## src/rtl/mem_arbiter_pkg.sv

```systemverilog
// mem_arbiter_pkg: shared types and constants for the cache-to-memory arbiter
package mem_arbiter_pkg;

    localparam int CACHE_LINE_BYTES = 16;

    typedef enum logic [1:0] {
        SIZE_BYTE,
        SIZE_HALF,
        SIZE_WORD,
        SIZE_LINE
    } access_size_t;

    typedef enum logic [2:0] {
        IDLE,
        ISSUE_IC,
        ISSUE_DC_RD,
        ISSUE_DC_WR,
        RESP
    } arb_state_t;

    typedef enum logic {
        SRC_IC,
        SRC_DC
    } arb_src_t;

endpackage

```

## src/rtl/mem_arbiter_if.sv

```systemverilog
// mem_arbiter_if: cache-side and memory-side signals of the arbiter, master = arbiter
interface mem_arbiter_if
    import mem_arbiter_pkg::*;
#(
    parameter int ADDR_WIDTH = 32,
    parameter int LINE_WIDTH = 128
);

    logic                  ic_rd_req_i;
    logic [ADDR_WIDTH-1:0] ic_addr_i;
    logic                  ic_data_valid_o;
    logic [LINE_WIDTH-1:0] ic_data_o;
    logic                  dc_rd_req_i;
    logic                  dc_wr_req_i;
    logic [ADDR_WIDTH-1:0] dc_addr_i;
    logic [LINE_WIDTH-1:0] dc_wr_data_i;
    access_size_t          dc_access_size_i;
    logic                  dc_data_valid_o;
    logic [LINE_WIDTH-1:0] dc_data_o;
    logic                  dc_wr_done_o;
    logic                  mem_rd_req_valid_o;
    logic                  mem_wr_req_valid_o;
    logic                  mem_req_is_instr_o;
    logic [ADDR_WIDTH-1:0] mem_req_address_o;
    logic [LINE_WIDTH-1:0] mem_wr_data_o;
    access_size_t          mem_req_access_size_o;
    logic                  mem_data_valid_i;
    logic                  mem_data_is_instr_i;
    logic [LINE_WIDTH-1:0] mem_data_i;
    logic                  mem_write_done_i;

    modport master (
        input  ic_rd_req_i, ic_addr_i, dc_rd_req_i, dc_wr_req_i, dc_addr_i, dc_wr_data_i,
               dc_access_size_i, mem_data_valid_i, mem_data_is_instr_i, mem_data_i,
               mem_write_done_i,
        output ic_data_valid_o, ic_data_o, dc_data_valid_o, dc_data_o, dc_wr_done_o,
               mem_rd_req_valid_o, mem_wr_req_valid_o, mem_req_is_instr_o,
               mem_req_address_o, mem_wr_data_o, mem_req_access_size_o
    );

    modport slave (
        output ic_rd_req_i, ic_addr_i, dc_rd_req_i, dc_wr_req_i, dc_addr_i, dc_wr_data_i,
               dc_access_size_i, mem_data_valid_i, mem_data_is_instr_i, mem_data_i,
               mem_write_done_i,
        input  ic_data_valid_o, ic_data_o, dc_data_valid_o, dc_data_o, dc_wr_done_o,
               mem_rd_req_valid_o, mem_wr_req_valid_o, mem_req_is_instr_o,
               mem_req_address_o, mem_wr_data_o, mem_req_access_size_o
    );

endinterface

```

## src/rtl/mem_arbiter_rr_picker.sv

```systemverilog
// mem_arb_rr_picker: combinational 2-way round-robin grant, the requester not granted last wins a tie
module mem_arb_rr_picker
    import mem_arbiter_pkg::*;
(
    input  logic     req_ic,
    input  logic     req_dc,
    input  arb_src_t last_grant,
    output logic     grant_valid,
    output arb_src_t grant_src
);

    // Tie goes to whoever did not win last time; otherwise the lone requester
    always_comb begin
        grant_valid = req_ic || req_dc;
        grant_src   = (req_ic && req_dc) ? ((last_grant == SRC_IC) ? SRC_DC : SRC_IC)
                                         : (req_dc ? SRC_DC : SRC_IC);
    end

endmodule

```

## src/rtl/mem_arbiter.sv

```systemverilog
// mem_arbiter: grants one icache/dcache line request at a time to main memory and routes the reply.
// Optional macro MEM_ARB_PERF_CNT_EN adds saturating grant and wait-cycle counters.
module mem_arbiter
    import mem_arbiter_pkg::*;
#(
    parameter int ADDR_WIDTH = 32,
    parameter int LINE_WIDTH = 128
) (
    input  logic          clk_i,
    input  logic          rst_i,
    mem_arbiter_if.master bus,
    output logic          busy_o
`ifdef MEM_ARB_PERF_CNT_EN
    ,
    output logic [31:0]   perf_ic_reqs_o,
    output logic [31:0]   perf_dc_reqs_o,
    output logic [31:0]   perf_wait_cycles_o
`endif
);

    arb_state_t            state, state_nx, issued;
    arb_src_t              last_grant, gnt_src;
    logic                  gnt_valid, grant, accept, issuing;
    logic [ADDR_WIDTH-1:0] addr_q;
    logic [LINE_WIDTH-1:0] wr_data_q, resp_q;
    access_size_t          size_q;

    mem_arb_rr_picker u_picker (
        .req_ic      (bus.ic_rd_req_i),
        .req_dc      (bus.dc_rd_req_i || bus.dc_wr_req_i),
        .last_grant  (last_grant),
        .grant_valid (gnt_valid),
        .grant_src   (gnt_src)
    );

    // Next state: grant in IDLE (write before fill inside dcache), wait for a correctly tagged reply
    always_comb begin
        state_nx = state;
        grant    = 1'b0;
        accept   = 1'b0;
        case (state)
            IDLE: begin
                grant = gnt_valid;
                if (gnt_valid)
                    state_nx = (gnt_src == SRC_IC) ? ISSUE_IC
                             : (bus.dc_wr_req_i ? ISSUE_DC_WR : ISSUE_DC_RD);
            end
            ISSUE_IC:    accept = bus.mem_data_valid_i && bus.mem_data_is_instr_i;
            ISSUE_DC_RD: accept = bus.mem_data_valid_i && !bus.mem_data_is_instr_i;
            ISSUE_DC_WR: accept = bus.mem_write_done_i;
            default:     state_nx = IDLE;
        endcase
        if (accept)
            state_nx = RESP;
    end

    // State register; async reset drops any outstanding transaction
    always_ff @(posedge clk_i or negedge rst_i) begin
        if (!rst_i)
            state <= IDLE;
        else
            state <= state_nx;
    end

    // Request fields are latched at grant so later input changes cannot disturb the memory port
    always_ff @(posedge clk_i or negedge rst_i) begin
        if (!rst_i) begin
            last_grant <= SRC_DC;
            issued     <= IDLE;
            addr_q     <= '0;
            wr_data_q  <= '0;
            size_q     <= SIZE_BYTE;
        end else if (grant) begin
            last_grant <= gnt_src;
            issued     <= state_nx;
            addr_q     <= (gnt_src == SRC_IC) ? bus.ic_addr_i : bus.dc_addr_i;
            wr_data_q  <= bus.dc_wr_data_i;
            size_q     <= (state_nx == ISSUE_DC_WR) ? bus.dc_access_size_i : SIZE_LINE;
        end
    end

    // Capture read data on the accepted reply; it is presented during RESP
    always_ff @(posedge clk_i or negedge rst_i) begin
        if (!rst_i)
            resp_q <= '0;
        else if (accept && state != ISSUE_DC_WR)
            resp_q <= bus.mem_data_i;
    end

    // Outputs decode from state so the memory request drops in RESP and on reset
    always_comb begin
        issuing                   = state inside {ISSUE_IC, ISSUE_DC_RD, ISSUE_DC_WR};
        bus.mem_rd_req_valid_o    = (state == ISSUE_IC) || (state == ISSUE_DC_RD);
        bus.mem_wr_req_valid_o    = state == ISSUE_DC_WR;
        bus.mem_req_is_instr_o    = state == ISSUE_IC;
        bus.mem_req_address_o     = issuing ? addr_q : '0;
        bus.mem_wr_data_o         = (state == ISSUE_DC_WR) ? wr_data_q : '0;
        bus.mem_req_access_size_o = issuing ? size_q : SIZE_BYTE;
        bus.ic_data_valid_o       = (state == RESP) && (issued == ISSUE_IC);
        bus.dc_data_valid_o       = (state == RESP) && (issued == ISSUE_DC_RD);
        bus.dc_wr_done_o          = (state == RESP) && (issued == ISSUE_DC_WR);
        bus.ic_data_o             = ((state == RESP) && (issued == ISSUE_IC)) ? resp_q : '0;
        bus.dc_data_o             = ((state == RESP) && (issued == ISSUE_DC_RD)) ? resp_q : '0;
        busy_o                    = state != IDLE;
    end

`ifdef MEM_ARB_PERF_CNT_EN
    logic ic_wait, dc_wait;

    // A requester is waiting when it asks but is neither granted now nor already being served
    always_comb begin
        ic_wait = bus.ic_rd_req_i && !(grant && gnt_src == SRC_IC) &&
                  !(state == ISSUE_IC || (state == RESP && issued == ISSUE_IC));
        dc_wait = (bus.dc_rd_req_i || bus.dc_wr_req_i) && !(grant && gnt_src == SRC_DC) &&
                  !(state inside {ISSUE_DC_RD, ISSUE_DC_WR} || (state == RESP && issued != ISSUE_IC));
    end

    // Saturating event counters
    always_ff @(posedge clk_i or negedge rst_i) begin
        if (!rst_i) begin
            perf_ic_reqs_o     <= '0;
            perf_dc_reqs_o     <= '0;
            perf_wait_cycles_o <= '0;
        end else begin
            if (grant && gnt_src == SRC_IC && !(&perf_ic_reqs_o))
                perf_ic_reqs_o <= perf_ic_reqs_o + 32'd1;
            if (grant && gnt_src == SRC_DC && !(&perf_dc_reqs_o))
                perf_dc_reqs_o <= perf_dc_reqs_o + 32'd1;
            if ((ic_wait || dc_wait) && !(&perf_wait_cycles_o))
                perf_wait_cycles_o <= perf_wait_cycles_o + 32'd1;
        end
    end
`endif

`ifndef SYNTHESIS
    a_ic_held: assert property (@(posedge clk_i) disable iff (!rst_i)
        (state == ISSUE_IC) |-> bus.ic_rd_req_i)
        else $error("icache request withdrawn after grant");
    a_dc_rd_held: assert property (@(posedge clk_i) disable iff (!rst_i)
        (state == ISSUE_DC_RD) |-> bus.dc_rd_req_i)
        else $error("dcache read withdrawn after grant");
    a_dc_wr_held: assert property (@(posedge clk_i) disable iff (!rst_i)
        (state == ISSUE_DC_WR) |-> bus.dc_wr_req_i)
        else $error("dcache write withdrawn after grant");
    a_rd_wr_excl: assert property (@(posedge clk_i) disable iff (!rst_i)
        !(bus.mem_rd_req_valid_o && bus.mem_wr_req_valid_o))
        else $error("memory read and write requested together");
`endif

endmodule
```

## src/flat_wrapper.sv

```systemverilog
// flat-port wrapper written by rule: the top's interface ports become plain ports
module mem_arbiter_flat import mem_arbiter_pkg::*;
#(
    parameter int ADDR_WIDTH = 32,
    parameter int LINE_WIDTH = 128
)
  (clk_i, rst_i, busy_o, bus_ic_rd_req_i, bus_ic_addr_i, bus_dc_rd_req_i, bus_dc_wr_req_i, bus_dc_addr_i, bus_dc_wr_data_i, bus_dc_access_size_i, bus_mem_data_valid_i, bus_mem_data_is_instr_i, bus_mem_data_i, bus_mem_write_done_i, bus_ic_data_valid_o, bus_ic_data_o, bus_dc_data_valid_o, bus_dc_data_o, bus_dc_wr_done_o, bus_mem_rd_req_valid_o, bus_mem_wr_req_valid_o, bus_mem_req_is_instr_o, bus_mem_req_address_o, bus_mem_wr_data_o, bus_mem_req_access_size_o);
  mem_arbiter_if #(.ADDR_WIDTH(ADDR_WIDTH), .LINE_WIDTH(LINE_WIDTH)) bus_i ();
  input  logic clk_i;
  input  logic rst_i;
  output logic busy_o;
  input wire logic [$bits(bus_i.ic_rd_req_i)-1:0] bus_ic_rd_req_i;
  input wire logic [$bits(bus_i.ic_addr_i)-1:0] bus_ic_addr_i;
  input wire logic [$bits(bus_i.dc_rd_req_i)-1:0] bus_dc_rd_req_i;
  input wire logic [$bits(bus_i.dc_wr_req_i)-1:0] bus_dc_wr_req_i;
  input wire logic [$bits(bus_i.dc_addr_i)-1:0] bus_dc_addr_i;
  input wire logic [$bits(bus_i.dc_wr_data_i)-1:0] bus_dc_wr_data_i;
  input wire logic [$bits(bus_i.dc_access_size_i)-1:0] bus_dc_access_size_i;
  input wire logic [$bits(bus_i.mem_data_valid_i)-1:0] bus_mem_data_valid_i;
  input wire logic [$bits(bus_i.mem_data_is_instr_i)-1:0] bus_mem_data_is_instr_i;
  input wire logic [$bits(bus_i.mem_data_i)-1:0] bus_mem_data_i;
  input wire logic [$bits(bus_i.mem_write_done_i)-1:0] bus_mem_write_done_i;
  output wire logic [$bits(bus_i.ic_data_valid_o)-1:0] bus_ic_data_valid_o;
  output wire logic [$bits(bus_i.ic_data_o)-1:0] bus_ic_data_o;
  output wire logic [$bits(bus_i.dc_data_valid_o)-1:0] bus_dc_data_valid_o;
  output wire logic [$bits(bus_i.dc_data_o)-1:0] bus_dc_data_o;
  output wire logic [$bits(bus_i.dc_wr_done_o)-1:0] bus_dc_wr_done_o;
  output wire logic [$bits(bus_i.mem_rd_req_valid_o)-1:0] bus_mem_rd_req_valid_o;
  output wire logic [$bits(bus_i.mem_wr_req_valid_o)-1:0] bus_mem_wr_req_valid_o;
  output wire logic [$bits(bus_i.mem_req_is_instr_o)-1:0] bus_mem_req_is_instr_o;
  output wire logic [$bits(bus_i.mem_req_address_o)-1:0] bus_mem_req_address_o;
  output wire logic [$bits(bus_i.mem_wr_data_o)-1:0] bus_mem_wr_data_o;
  output wire logic [$bits(bus_i.mem_req_access_size_o)-1:0] bus_mem_req_access_size_o;
  assign bus_i.ic_rd_req_i = bus_ic_rd_req_i;
  assign bus_i.ic_addr_i = bus_ic_addr_i;
  assign bus_i.dc_rd_req_i = bus_dc_rd_req_i;
  assign bus_i.dc_wr_req_i = bus_dc_wr_req_i;
  assign bus_i.dc_addr_i = bus_dc_addr_i;
  assign bus_i.dc_wr_data_i = bus_dc_wr_data_i;
  assign bus_i.dc_access_size_i = bus_dc_access_size_i;
  assign bus_i.mem_data_valid_i = bus_mem_data_valid_i;
  assign bus_i.mem_data_is_instr_i = bus_mem_data_is_instr_i;
  assign bus_i.mem_data_i = bus_mem_data_i;
  assign bus_i.mem_write_done_i = bus_mem_write_done_i;
  assign bus_ic_data_valid_o = bus_i.ic_data_valid_o;
  assign bus_ic_data_o = bus_i.ic_data_o;
  assign bus_dc_data_valid_o = bus_i.dc_data_valid_o;
  assign bus_dc_data_o = bus_i.dc_data_o;
  assign bus_dc_wr_done_o = bus_i.dc_wr_done_o;
  assign bus_mem_rd_req_valid_o = bus_i.mem_rd_req_valid_o;
  assign bus_mem_wr_req_valid_o = bus_i.mem_wr_req_valid_o;
  assign bus_mem_req_is_instr_o = bus_i.mem_req_is_instr_o;
  assign bus_mem_req_address_o = bus_i.mem_req_address_o;
  assign bus_mem_wr_data_o = bus_i.mem_wr_data_o;
  assign bus_mem_req_access_size_o = bus_i.mem_req_access_size_o;
  mem_arbiter #(.ADDR_WIDTH(ADDR_WIDTH), .LINE_WIDTH(LINE_WIDTH)) u_core (.clk_i(clk_i), .rst_i(rst_i), .bus(bus_i), .busy_o(busy_o));
endmodule
```

## config.mk

```make
export PLATFORM = sky130hd
export DESIGN_NAME = mem_arbiter_flat
export DESIGN_NICKNAME = d
export VERILOG_FILES = /design/src/rtl/mem_arbiter_pkg.sv /design/src/rtl/mem_arbiter_if.sv /design/src/rtl/mem_arbiter_rr_picker.sv /design/src/rtl/mem_arbiter.sv /design/src/flat_wrapper.sv
export SDC_FILE = /design/constraint.sdc
export NUM_CORES = 1
export LEC_CHECK = 0
export CAP_MARGIN = 20
export CORE_AREA = 2 2 297 299
export CTS_CLUSTER_DIAMETER = 80
export DETAILED_ROUTE_END_ITERATION = 8
export DIE_AREA = 0 0 299 301
export SLEW_MARGIN = 10
export SYNTH_ARGS = -nofsm -noshare
export SYNTH_HDL_FRONTEND = slang
export SYNTH_SLANG_ARGS = --single-unit
export TNS_END_PERCENT = 100
```

## constraint.sdc

```tcl
create_clock -name clk_i -period 6.1 [get_ports clk_i]
set_clock_uncertainty 0.2 [all_clocks]
set_input_delay 0.61 -clock clk_i [delete_from_list [all_inputs] [get_ports clk_i]]
set_output_delay 0.61 -clock clk_i [all_outputs]
set_load 0.02 [all_outputs]
```

Word level (Yosys, flattened, before mapping)
Index checks and enable logic that the tools add are counted.
Operators by class
  equality and inequality tests: 9
  multiplexer cells: 17
  reductions and logical operators: 15
Operators by type and width (number)
  two-way mux 128 bit: 3
  two-way mux 32 bit: 2
  == test 3 x 2 -> 1 bit, second input constant: 5
  two-way mux 3 bit: 3
  logical AND 1 bit: 7
  == test 3 x 1 -> 1 bit, second input constant: 2
  one-hot mux 3 bit (2 select lines): 1
  nonzero test 3 bit: 2
  two-way mux 1 bit: 5
  two-way mux 2 bit: 2
  == test 3 bit, second input constant: 1
  logical NOT 3 bit: 1
  logical OR 1 bit: 3
  inequality test 3 x 2 -> 1 bit, second input constant: 1
  one-hot mux 1 bit (3 select lines): 1
  OR reduction 3 bit: 1
  logical NOT 1 bit: 1
Storage, ports and cells
  register bits: 297
  input bits: 330

Logic depth before layout (Yosys ltp)
Gate-level depths: netlist of run 1.
  depth after elaboration: 9
  gate-level depth with buffers: 7
  mapped depth without buffers: 3

Cells and area by module
Synthesis of run 1 repeated with hierarchy kept, for this count alone.
Unflattened totals
  cell total of the unflattened synthesis: 1200
  area total of the unflattened synthesis: 14287.5 um^2
By module, submodules not included
  mem_arbiter: times used 1, cells each 1198, area each 14273.7 um^2
  mem_arb_rr_picker: times used 1, cells each 2, area each 13.8 um^2

Worst setup path before layout of run 1
OpenSTA, ideal clock, no wires.
  kind: register to output
  start: register u_core.state[1]
  end: output port bus_dc_data_o[118]
  arrival time: 1.715 ns
  data required time: 5.290 ns
  path slack: 3.575 ns
  cell stages (with the launch flop): 5
  path buffers: 1
  path through: dfrtp_1 > or4b_4 > nor3_2 > clkbuf_1 > and2_1
On the way
  cells in the longest elaborated chain, start to end: 3
RTL lines
  from (decl): line mem_arbiter.sv:21  | arb_state_t state, state_nx, issued;
  from (signal assigned): line mem_arbiter.sv:62  | state <= state_nx;
  == test 3 bit
  logical AND 1 bit
  via bus_dc_data_valid_o: line flat_wrapper.sv:25  | output wire logic [$bits(bus_i.dc_data_valid_o)-1:0] bus_dc_data_valid_o;
  two-way mux 128 bit: line mem_arbiter.sv:103  | bus.dc_data_o = ((state == RESP) && (issued == ISSUE_DC_RD)) ? resp_q : '0;
  to (decl): line flat_wrapper.sv:26  | output wire logic [$bits(bus_i.dc_data_o)-1:0] bus_dc_data_o;
The timed path passes the listed nets, and every way through them passes these cells.

Final worst setup path of run 1
  start: register u_core.state[1]
  end: output port bus_ic_data_o[81]
On the way
  cells in the longest elaborated chain, start to end: 3
RTL lines
  == test 3 bit: line mem_arbiter.sv:102  | bus.ic_data_o = ((state == RESP) && (issued == ISSUE_IC)) ? resp_q : '0;
  logical AND 1 bit: line mem_arbiter.sv:102
  two-way mux 128 bit: line mem_arbiter.sv:102
  to (decl): line flat_wrapper.sv:24  | output wire logic [$bits(bus_i.ic_data_o)-1:0] bus_ic_data_o;
No other way between the ends.

==> impl_metrics.env, run 1 <==
export IMPL_timing_fmax_mhz=240.3
export IMPL_leakage_nw=9.536
export IMPL_synthesis_nets=1529
export IMPL_postRouteWirelength_mm=53.72
export IMPL_area_growth_pct=68.98
export IMPL_hold_class="reg -> reg"
export IMPL_worstPathArrival_ns=3.35
export IMPL_synth_edf_count=0
export IMPL_grt_max_degree=138
export IMPL_synth_top_area_share_pct=51.34
export IMPL_antenna_found_initial=13
export IMPL_post_place_ws_ns=2.416
export IMPL_critPathBufInv=2
export IMPL_finalCriticalPeriod_ns=4.162
export IMPL_clk_pin_slew_ns=0.06
export IMPL_die_y_microns=301
export IMPL_syn_inst=1199
export IMPL_worstPathRequired_ns=5.29
export IMPL_synth_main_ff_cell="dfrtp_1"
export IMPL_vias=11480
export IMPL_rsz0062_at_grt="no"
export IMPL_yosys_top_cells_count="419 x and2_1, 296 x dfrtp_1, 230 x mux2_2, 66 x a21oi_1, 32 x mux2i_1"
export IMPL_core_area_sq_um=86480
export IMPL_numClockSinks=297
export IMPL_crit_path_end_kind="primary output"
export IMPL_drive_gt1_share_pct=16.23
export IMPL_drt_iter0_drc=369
export IMPL_io_pins=755
export IMPL_post_cts_buffers=0
export IMPL_viasPerCell=3.695
export IMPL_drcViolationCount=0
export IMPL_maxSlewViolCount=0
export IMPL_path_cells="or4b_4 > nor3_4 > buf_12 > and2_1 > clkdlybuf4s50_1"
export IMPL_setup_slack_ns=1.938
export IMPL_cts_tree="yes"
export IMPL_status="complete, no violations"
export IMPL_nets=2252
export IMPL_netlist_area_sq_um=14430
export IMPL_rows=108
export IMPL_ys_types=37
export IMPL_p_per_area_nw_per_um2=430.2
export IMPL_firstDrtPassIters=4
export IMPL_tightest_slew_ns=1.006
export IMPL_synth_area_leaders="dfrtp_1 51%, and2_1 18%, mux2_2 18%, a21oi_1 2.3%, mux2i_1 2.2%"
export IMPL_postLayoutCoreUtil_pct=28.19
export IMPL_r2r_setup_slack_ns=2.88
export IMPL_critPathKind="reg -> out"
export IMPL_post_place_cells=3036
export IMPL_seq_area_frac_synth_pct=51.52
export IMPL_ant_nets=0
export IMPL_path_max_fanout=108
export IMPL_synth_seq_cells=297
export IMPL_maxCapViolations=0
export IMPL_gr_total_overflow=0
export IMPL_yosys_warnings=0
export IMPL_io_buffers=754
export IMPL_yosysMostFrequentCell="and2_1"
export IMPL_fp_dieW_microns=299
export IMPL_clk_path_buf_depth=3
export IMPL_peakVddDrop_mv=0.2334
export IMPL_setup_tns_ns=0
export IMPL_gp_congestion=0.7836
export IMPL_hpwl_mm=41.02
export IMPL_start_kind="register"
export IMPL_finalNonFillerCells=3107
export IMPL_synth_area_per_cell_sq_um=12.03
export IMPL_slew_headroom_pct=32.94
export IMPL_h_tree_depth=2
export IMPL_cts_buffers=38
export IMPL_wl_per_cell_microns=17.29
export IMPL_grt_pass1_vias=11490
export IMPL_crit_slowest_cell="or4b_4"
export IMPL_yosys_area_top_type="dfrtp_1"
export IMPL_critPathTopFamily="simple AND/OR/NAND/NOR gates"
export IMPL_start_util_pct=16.68
export IMPL_synthArstFlopShare_pct=100.0
export IMPL_dieArea_sq_um=90000
export IMPL_cp_slowest_stage_delay_ns=0.63
export IMPL_root_buffer="clkbuf_16"
export IMPL_grt_pass1_wl_mm=77.69
export IMPL_grt_usage_pct=11.35
export IMPL_setup_viol=0
export IMPL_fin_crit_sh_pct=68.23
export IMPL_hold_viol_final=0
export IMPL_clk_latency_ns=0.54
layout by cell type (no fill, tap or decap), types with 3 or more instances in the layout:
cell type and n:
buf_12 6, a21oi_1 65, clkinv_2 6, and2_1 419, dfrtp_1 296, diode_2 5, nor2_1 3, clkdlybuf4s50_1 753
clkbuf_8 4, mux2i_1 32, inv_1 4, clkbuf_1 9, mux2_1 26, clkbuf_16 41, buf_4 13, bufinv_16 3
mux2_2 230
cells by family (layout without fill, tap and decap cells):
kind of cell              count (synthesis)  count (layout)  share of synthesized area [%]
buffers and inverters                    95             843                          4.223
xor gates and xnor gates                  1               1                        0.06072
DFF                                     297             297                          51.52
and+or+nand+nor                         443             443                          19.26
muxes                                   288             288                          22.20
AOI/OAI and AO/OA                        75              75                          2.732
other                                     0               5                              0
worst paths after layout:
kind                                                  startpoint                          endpoint  depth (start not counted)
worst max register to register         u_core.state[1]$_DFF_PN0_  u_core.wr_data_q[51]$_DFFE_PN0P_                          5
worst min-delay path            u_core.wr_data_q[76]$_DFFE_PN0P_  u_core.wr_data_q[76]$_DFFE_PN0P_                          1
min in group asynchronous                                  rst_i     u_core.resp_q[94]$_DFFE_PN0P_                          2
max in group asynchronous                                  rst_i     u_core.addr_q[17]$_DFFE_PN0P_                          3
worst max-delay path                   u_core.state[1]$_DFF_PN0_                 bus_ic_data_o[81]                          5
worst min register to register  u_core.wr_data_q[76]$_DFFE_PN0P_  u_core.wr_data_q[76]$_DFFE_PN0P_                          1
routing by layer:
metal / track usage (%) / part of all wire, % / vias up
met5: 0 / 0.056 / -
met4: 4.333 / 3.2 / 6
met3: 4.250 / 8.9 / 81
met2: 19.68 / 50 / 474
met1: 12.59 / 38 / 5469
li1: - / - / 5449
cell type report:
class                           instances  area, sq um
Inverter                                4        15.01
Fill cell                            9073        62100
Clock inverter                         11        136.4
Antenna cell                            5        12.51
Clock buffer                           54         1115
Timing Repair Buffer                  774         7780
Sequential cell                       297         7433
Multi-Input combinational cell        807         6442
Tap cell                             1155         1445
flip-flops by register name (all words and copies together), names as in the netlist:
signal / cells
u_core.addr_q: 32
u_core.issued: 3
u_core.resp_q: 128
u_core.last_grant: 1
u_core.state: 3
u_core.wr_data_q: 128
u_core.size_q: 2
stage by stage:
stage	instance area, sq um	hold WS, ns	power [mW]
CTS	24370	0.2801	10.69
detailed placement	23110	0.2676	8.308
floorplan	14430	0.1144	6.294
finish	24380	0.2749	10.49
global placement	23110	0.2579	8.245
global route	24370	0.2893	11.15
worst reg2reg max path: cells and delay by family, from the launching register on:
family	cells	cell delay (ns)
buffers and inverters	2	0.93
muxes	1	0.59
DFF	1	0.49
and+or+nand+nor	2	0.89
power breakdown:
| group | leakage, nW | internal, mW | switching, mW |
|---|---|---|---|
| sequential | 3.48 | 3.00 | 0.723 |
| clock | 0.615 | 1.39 | 0.902 |
| combinational | 5.44 | 2.39 | 2.08 |
| total | 9.54 | 6.78 | 3.70 |
what timing repair did:
| item | CTS | global route |
|---|---|---|
| resized for setup | 0 | 0 |
| hold endpoints to repair | 83 | 0 |
| hold buffers | 1 | 0 |
Power figures use the tool's default switching activity.
==> inputs of run 2 (changes only) <==
- CORE_AREA: 2 2 297 299 -> 2 2 291 293
- DIE_AREA: 0 0 299 301 -> 0 0 293 295
- clock period: 6.1 -> 4 ns (I/O delays scaled with it)
==> impl_metrics.env, run 2 (same netlist as run 1, synthesis figures left out) <==
export IMPL_gr_total_overflow=0
export IMPL_wl_met2_mm=29.16
export IMPL_grt_max_degree=130
export IMPL_maxCapViolations=0
export IMPL_slew_headroom_pct=36.72
export IMPL_cts_buffers=40
export IMPL_hold_depth=2
export IMPL_post_place_cells=2974
export IMPL_area_growth_pct=69.64
export IMPL_rsz0062_at_grt="no"
export IMPL_holdWs_ns=0.2384
export IMPL_io_pins=755
export IMPL_reg_top3="u_core.resp_q (128), u_core.wr_data_q (128), u_core.addr_q (32)"
export IMPL_tightest_slew_ns=0.9493
export IMPL_hpwl_mm=42.87
export IMPL_r2r_setup_slack_ns=1.41
export IMPL_grt_usage_pct=12.25
export IMPL_cts_tree="yes"
export IMPL_gp_congestion=0.8180
export IMPL_io_buffers=754
export IMPL_start_util_pct=17.35
export IMPL_grt_pass1_wl_mm=80.69
export IMPL_post_place_ws_ns=0.7772
export IMPL_worstPathArrival_ns=3.22
export IMPL_rows=106
export IMPL_crit_path_end_kind="primary output"
export IMPL_switchingPower_mw=5.816
export IMPL_fp_dieW_microns=293
export IMPL_wl_per_cell_microns=18.17
export IMPL_firstDrtPassIters=4
export IMPL_critPathKind="reg -> out"
export IMPL_timing_fmax_mhz=261.9
export IMPL_clk_path_buf_depth=3
export IMPL_post_cts_buffers=0
export IMPL_highest_layer="met5"
export IMPL_postLayoutCoreUtil_pct=29.43
export IMPL_drive_gt1_share_pct=17.13
export IMPL_clk_latency_ns=0.55
export IMPL_grt_pass1_vias=12430
export IMPL_postCtsHoldBufs=1
export IMPL_critPathLaunch="u_core.state[1]$_DFF_PN0_"
export IMPL_post_cts_resized=0
export IMPL_peakVddDrop_mv=0.3248
export IMPL_start_kind="register"
export IMPL_setup_slack_ns=0.1825
export IMPL_finalCriticalPeriod_ns=3.818
export IMPL_cell_internal_pwr_mw=10.44
export IMPL_dieArea_sq_um=86440
export IMPL_seqPwrFrac_pct=35.6
export IMPL_status="complete, no violations"
export IMPL_hold_viol_final=0
export IMPL_worstPathRequired_ns=3.40
export IMPL_viasPerCell=3.885
export IMPL_leakage_nw=9.645
export IMPL_layout_common_cells="753 x clkdlybuf4s50_1, 419 x and2_1, 296 x dfrtp_1, 230 x mux2_2, 65 x a21oi_1"
export IMPL_setup_tns_ns=0
export IMPL_clockPowerShare_pct=21.9
export IMPL_die_y_microns=295
export IMPL_final_common_cell="clkdlybuf4s50_1"
export IMPL_postRouteWirelength_mm=55.41
export IMPL_finalNonFillerCells=3049
export IMPL_path_max_fanout=129
export IMPL_worstReg2RegEnd="u_core.resp_q[111]$_DFFE_PN0P_"
export IMPL_p_per_area_nw_per_um2=664.2
export IMPL_drcViolationCount=0
export IMPL_ant_nets=0
export IMPL_r2r_start="u_core.state[0]$_DFF_PN0_"
export IMPL_numClockSinks=297
export IMPL_setup_viol=0
export IMPL_routed_wl_met3_mm=3.832
export IMPL_fin_crit_sh_pct=95.44
export IMPL_nets=2267
export IMPL_maxSlewViolCount=0
export IMPL_hold_class="in -> reg"
export IMPL_antenna_found_initial=13
export IMPL_clk_pin_slew_ns=0.06
export IMPL_core_area_sq_um=83160
export IMPL_vias=11840
export IMPL_crit_end="bus_dc_data_o[94]"
export IMPL_p_sw_share_pct=35.78
export IMPL_root_buffer="clkbuf_16"
export IMPL_wl_met1_mm=20.70
export IMPL_drt_iter0_drc=320
export IMPL_power_frac_comb_pct=42.5
export IMPL_h_tree_depth=2
export IMPL_r2r_worst_path_cells=4
==> run 2: worst max-delay path, stage by stage, from the launching register on <==
cell,delay (ns)
dfrtp_1,0.48
or4b_4,0.63
nor3_4,0.18
buf_12,0.36
and2_1,0.22
clkdlybuf4s50_1,0.62
==> run 2: how the worst min path moves through the flow <==
stage,start,slack [ns],end
after floorplan,rst_i,-0.1,u_core.addr_q[0]$_DFFE_PN0P_
after global placement,u_core.wr_data_q[73]$_DFFE_PN0P_,0.26,u_core.wr_data_q[73]$_DFFE_PN0P_
after detailed placement,u_core.wr_data_q[88]$_DFFE_PN0P_,0.27,u_core.wr_data_q[88]$_DFFE_PN0P_
after CTS,bus_dc_access_size_i[0],0.18,u_core.size_q[0]$_DFFE_PN0P_
after global routing,bus_dc_wr_data_i[63],0.21,u_core.wr_data_q[63]$_DFFE_PN0P_
final,bus_dc_access_size_i[0],0.24,u_core.size_q[0]$_DFFE_PN0P_
==> run 2: routing by layer <==
metal | vias to the layer above | track usage, %
li1 | 5477 | -
met1 | 5775 | 13.32
met2 | 489 | 22.94
met3 | 95 | 3.368
met4 | 8 | 3.802
met5 | - | 0
==> run 2: through the flow <==
stage / power [mW] / instance area [sq um]
after global routing: 17.25 / 24470
final: 16.26 / 24470
after CTS: 16.59 / 24470
after global placement: 12.62 / 23130
after detailed placement: 12.85 / 23130
after floorplan: 9.598 / 14430
==> run 2: layout make-up <==
cell class / count / area (sq um)
repair buffers: 787 / 7903
flip-flops and latches: 297 / 7433
diodes: 2 / 5.005
clock buffers: 59 / 1205
fillers: 8468 / 58680
multi-input cells: 807 / 6442
well taps: 1080 / 1351
clock inverters: 13 / 120.1
inverters: 4 / 15.01
==> run 2: power by group through the flow <==
stage | sequential [mW] | clock (mW) | combinational [mW]
2_1_floorplan | 5.12 | 0 | 4.48
3_3_place_gp | 5.76 | 0 | 6.86
3_5_place_dp | 5.86 | 0 | 7.00
4_1_cts | 5.82 | 3.74 | 7.03
5_1_grt | 5.99 | 3.85 | 7.41
6_report | 5.79 | 3.56 | 6.91
==> inputs of run 3 (changes only) <==
- SLEW_MARGIN: 10 -> default
==> results of run 3 <==
Same layout as run 2: the final DEF is identical, and so are final timing and power.
